--- config.mk ---
export PLATFORM = sky130hd
export DESIGN_NAME = pipe_stage_reg
export DESIGN_NICKNAME = d
export VERILOG_FILES = /design/src/rtl/pipe_stage_reg.sv
export SDC_FILE = /design/constraint.sdc
export NUM_CORES = 1
export LEC_CHECK = 0
export ABC_AREA = 1
export CORE_ASPECT_RATIO = 0.75
export CORE_MARGIN = 5
export CORE_UTILIZATION = 34
export CTS_CLUSTER_SIZE = 12
export DETAILED_ROUTE_END_ITERATION = 16
export GPL_TIMING_DRIVEN = 0
export PLACE_DENSITY = 0.81
export SETUP_SLACK_MARGIN = 0.15
export SLEW_MARGIN = 20
export SYNTH_ARGS = -nofsm -noshare
export SYNTH_HDL_FRONTEND = slang
export SYNTH_SLANG_ARGS = --single-unit
--- constraint.sdc ---
create_clock -name clk -period 1.1 [get_ports clk]
set_clock_uncertainty 0.15 [all_clocks]
set_input_delay 0.275 -clock clk [delete_from_list [all_inputs] [get_ports clk]]
set_output_delay 0.275 -clock clk [all_outputs]
set_load 0.03 [all_outputs]
--- src/rtl/pipe_stage_reg.sv ---
// pipe_stage_reg: generic elastic valid/ready pipeline-stage register.
//
// Holds one beat of WIDTH bits between two pipeline stages. The output shows
// BUBBLE_VAL whenever no valid beat is held. For instruction payloads this is
// 32'h0000_0013, the NOP encoding. flush inserts a bubble on the next cycle.
//
//   SKID_EN = 0 : a single register. in_ready is combinational:
//                 in_ready = ~out_valid | out_ready.
//   SKID_EN = 1 : a main register plus a skid register, run by an
//                 EMPTY/FULL/SKID state machine. in_ready comes straight from
//                 a flop, so there is no combinational path from out_ready
//                 to in_ready.
//
// Optional feature (compile-time macro PIPE_STAGE_PERF_EN):
//   when the macro is defined, saturating stall and flush counters of CNT_W
//   bits drive perf_stall_cnt and perf_flush_cnt. When it is undefined, both
//   outputs are tied to zero and no counter flops exist.
//
// Reset: rst is asynchronous and active-low.

module pipe_stage_reg #(
  parameter int unsigned      WIDTH      = 32,
  parameter logic [WIDTH-1:0] BUBBLE_VAL = '0,
  parameter int unsigned      SKID_EN    = 0,
  parameter int unsigned      CNT_W      = 16
) (
  input  logic             clk,
  input  logic             rst,
  input  logic             flush,
  input  logic             in_valid,
  output logic             in_ready,
  input  logic [WIDTH-1:0] in_data,
  output logic             out_valid,
  input  logic             out_ready,
  output logic [WIDTH-1:0] out_data,
  output logic [CNT_W-1:0] perf_stall_cnt,
  output logic [CNT_W-1:0] perf_flush_cnt
);

  // Occupancy of the skid variant. SKID means both registers hold a beat.
  typedef enum logic [1:0] {
    ST_EMPTY = 2'd0,
    ST_FULL  = 2'd1,
    ST_SKID  = 2'd2
  } state_e;

  if (SKID_EN == 0) begin : g_single

    logic             valid_q, valid_d;
    logic [WIDTH-1:0] data_q, data_d;
    logic             accept;
    logic             drain;

    // Upstream may push whenever the slot is free or is emptied this cycle.
    assign in_ready = ~valid_q | out_ready;
    assign accept   = in_valid & in_ready;
    assign drain    = valid_q & out_ready;

    // Next-state logic. Priority is flush, then load, then drain to a bubble.
    always_comb begin
      // NOTE: every variable gets a default first, so no path through the
      // block can leave a value unassigned and infer a latch.
      valid_d = valid_q;
      data_d  = data_q;
      if (flush) begin
        valid_d = 1'b0;
        data_d  = BUBBLE_VAL;
      end else if (accept) begin
        valid_d = 1'b1;
        data_d  = in_data;
      end else if (drain) begin
        valid_d = 1'b0;
        data_d  = BUBBLE_VAL;
      end
    end

    // Stage register with asynchronous reset to an empty bubble.
    always_ff @(posedge clk or negedge rst) begin
      if (!rst) begin
        // NOTE: the payload is reset too, not only the valid bit. out_data
        // must read BUBBLE_VAL during reset, so no stale payload is visible.
        valid_q <= 1'b0;
        data_q  <= BUBBLE_VAL;
      end else begin
        // NOTE: state updates use non-blocking assignments, so every flop
        // samples values from before the edge and the order of statements
        // does not matter.
        valid_q <= valid_d;
        data_q  <= data_d;
      end
    end

    assign out_valid = valid_q;
    assign out_data  = data_q;

  end else begin : g_skid

    state_e           state_q, state_d;
    logic             in_ready_q, in_ready_d;
    logic [WIDTH-1:0] data_q, data_d;
    logic [WIDTH-1:0] skid_q, skid_d;
    logic             accept;
    logic             drain;

    assign in_ready = in_ready_q;
    assign accept   = in_valid & in_ready_q;
    assign drain    = (state_q != ST_EMPTY) & out_ready;

    // Next-state and datapath steering. flush overrides every transition.
    always_comb begin
      state_d = state_q;
      data_d  = data_q;
      skid_d  = skid_q;
      if (flush) begin
        state_d = ST_EMPTY;
        data_d  = BUBBLE_VAL;
        skid_d  = BUBBLE_VAL;
      end else begin
        case (state_q)
          ST_EMPTY: begin
            if (accept) begin
              data_d  = in_data;
              state_d = ST_FULL;
            end
          end
          ST_FULL: begin
            if (accept && drain) begin
              data_d = in_data;
            end else if (accept) begin
              // Downstream is stalled. Park the beat that is already in flight.
              skid_d  = in_data;
              state_d = ST_SKID;
            end else if (drain) begin
              data_d  = BUBBLE_VAL;
              state_d = ST_EMPTY;
            end
          end
          ST_SKID: begin
            // in_ready is low here, so the only possible event is a drain.
            if (drain) begin
              data_d  = skid_q;
              skid_d  = BUBBLE_VAL;
              state_d = ST_FULL;
            end
          end
          default: begin
            state_d = ST_EMPTY;
            data_d  = BUBBLE_VAL;
            skid_d  = BUBBLE_VAL;
          end
        endcase
      end
      // Decoded from the next state, so in_ready leaves a flop with no
      // combinational logic after it.
      in_ready_d = (state_d != ST_SKID);
    end

    // State, ready flag, main register and skid register.
    always_ff @(posedge clk or negedge rst) begin
      if (!rst) begin
        state_q    <= ST_EMPTY;
        in_ready_q <= 1'b1;
        data_q     <= BUBBLE_VAL;
        skid_q     <= BUBBLE_VAL;
      end else begin
        state_q    <= state_d;
        in_ready_q <= in_ready_d;
        data_q     <= data_d;
        skid_q     <= skid_d;
      end
    end

    assign out_valid = (state_q != ST_EMPTY);
    assign out_data  = data_q;

  end

`ifdef PIPE_STAGE_PERF_EN

  logic [CNT_W-1:0] stall_cnt_q, stall_cnt_d;
  logic [CNT_W-1:0] flush_cnt_q, flush_cnt_d;

  // Saturating event counters. They hold at all-ones instead of wrapping.
  always_comb begin
    stall_cnt_d = stall_cnt_q;
    flush_cnt_d = flush_cnt_q;
    if (out_valid && !out_ready && (stall_cnt_q != '1)) begin
      stall_cnt_d = stall_cnt_q + CNT_W'(1);
    end
    if (flush && (flush_cnt_q != '1)) begin
      flush_cnt_d = flush_cnt_q + CNT_W'(1);
    end
  end

  // Counter registers, cleared by reset.
  always_ff @(posedge clk or negedge rst) begin
    if (!rst) begin
      stall_cnt_q <= '0;
      flush_cnt_q <= '0;
    end else begin
      stall_cnt_q <= stall_cnt_d;
      flush_cnt_q <= flush_cnt_d;
    end
  end

  assign perf_stall_cnt = stall_cnt_q;
  assign perf_flush_cnt = flush_cnt_q;

`else

  assign perf_stall_cnt = '0;
  assign perf_flush_cnt = '0;

`endif

endmodule

==> flow_summary.toml <==
[synth]
synth_cells = 183
ys_types = 14
ys_warn_count = 0
netlist_area_um2 = 1700
yosysSeqAreaShare_pct = 48.5
ys_ff_latch = 33
avgSynthCellArea_um2 = 9.31

[worst_hold_path]
hold_path.class = "in2async"

[floorplanning]
initial_core_util_pct = 35.0
core_area_um2 = 4870
die_w_um = 91.7
die_h_um = 71.3
core.rowCount = 22
die-area_um2 = 6540
io_pins = 103

[drt]
wire_per_inst_um = 13.0
antenna_left = 0
drt-initial-drc-count = 52
via_per_inst = 4.28
wl_um = 5050
drc_errors = 0
vias = 1669
dr.pass1.iters = 4

[grt]
grt_pass1_vias = 1610
antenna_found_initial = 0
grt_overflow = 0
grt_pass1_wl_um = 7910
grt_max_degree = 32
grt_usage_pct = 15.3

[clock_tree]
htree_num_levels = 2
cts_tree = "built"
clock-sinks = 33
clk_path_buf_depth = 2
cts.clk_slew.worst_paths_ps = 70
worst_skew_pair.late_latency_ps = 270
cts-root-buf = "clkbuf_8"
cts_buffers = 5

[timing]
period_needed_ps = 1410
fin_hold_ws_ps = 186
setup_tns_ps = -11540
post-route-period-util_pct = 128
clock.fmax_mhz = 708
rsz0062_at_grt = "yes"
finalMaxSlewViolations = 0
setup_violations = 66
finalHoldViolations = 0
layout_setup_ws_ps = -313

[cells_and_area]
drive_above_1_share_pct = 44.5
final_common_cell = "buf_4"
area_growth_pct = 88.8
mostFrequentLayoutCells = "buf_4, nand3_1, buf_6"
finalInstanceArea_um2 = 3220
antenna_cells = 0
final_util_pct = 66.0
final_nets = 366

[pwr]
powerDensity_nw_per_um2 = 1140
p_total_w = 0.00366
leakagePower_nw = 1.74
vdd_drop_max_v = 0.000773

[placement]
gp_congestion = 0.719
numPortBuffers = 70
place_area_um2 = 2640
hpwl_um = 3430

[worst_setup_path]
path_class = "reg2out"
startpoint_type = "flip-flop"
end_kind = "output pin"
cp_data_required_time_ps = 670
crit_fanout = 2
arrival_ps = 990

[status]
failed_checks = "setup timing"
status = "finished with violations"

[job]
drv_cap = 0
final cells by class:
| class | count | area (um^2) |
|---|---|---|
| Sequential cell | 33 | 827 |
| Tap cell | 60 | 75.1 |
| Inverter | 4 | 17.5 |
| Timing Repair Buffer | 108 | 1120 |
| Clock inverter | 1 | 30.0 |
| Buffer | 44 | 362 |
| Fill cell | 400 | 1660 |
| Multi-Input combinational cell | 133 | 698 |
| Clock buffer | 7 | 86.3 |
stage by stage:
step                worst slack (ps)  cells
floorplan                      -89.1    214
global placement               -1190    344
detailed placement             -1060    345
CTS                             -333    375
global route                    -357    390
finish                          -313    390
power by group:
part / switching [W] / internal [W]
registers: 0.0000527 / 0.00128
logic: 0.000583 / 0.000564
clock network: 0.000434 / 0.000738
cell usage after synthesis (all sizes together):
cell   instances  area share [%]
a21oi          1            0.29
dfrtp         33              48
nor2           1            0.66
nand2         35             8.4
inv            4            0.88
conb           1            0.22
buf           44              19
nand3         64              22
registers in the layout (all words and copies together) (netlist names):
signal     cells
out_valid      1
out_data      32
kinds of logic after synthesis:
kind of cell / after synthesis / synth area share, %
AOI/OAI and AO/OA: 1 / 0.294
DFF: 33 / 48.5
other: 1 / 0.220
buffers and inverters: 48 / 20.1
and+or+nand+nor: 100 / 30.9
worst max-delay path: stages, from the launching register on:
cell and delay, ps:
dfrtp_2 420, nand2_4 80, buf_8 100, buf_6 120
final timing paths:
| path | startpoint | endpoint | slack, ps | depth (start not counted) |
|---|---|---|---|---|
| worst max register to register | out_valid | out_data[11] | -260 | 7 |
| max in group asynchronous | rst | out_valid | 230 | 3 |
| worst min register to register | out_data[4] | out_data[4] | 380 | 2 |
| worst min-delay path | rst | out_data[29] | 190 | 2 |
| min in group clk | flush | out_valid | 230 | 2 |
| worst max-delay path | out_valid | in_ready | -310 | 3 |
what timing repair did:
item	in CTS	in global routing
hold buffers	1	0
endpoints found under the hold margin	33	0
endpoints found under the setup margin	67	67
setup buffers	19	13
gates resized for setup	253	13
gates cloned	2	2
pin swaps	3	5
metal layers:
metal / track usage (%) / vias to the layer above / share of wire, %
li1: - / 834 / -
met1: 17.6 / 765 / 41
met2: 26.9 / 64 / 51
met3: 5.98 / 6 / 7.5
met4: 4.28 / 0 / 1.0
met5: 0 / - / 0
No activity file was read; power rests on OpenSTA's default activity.
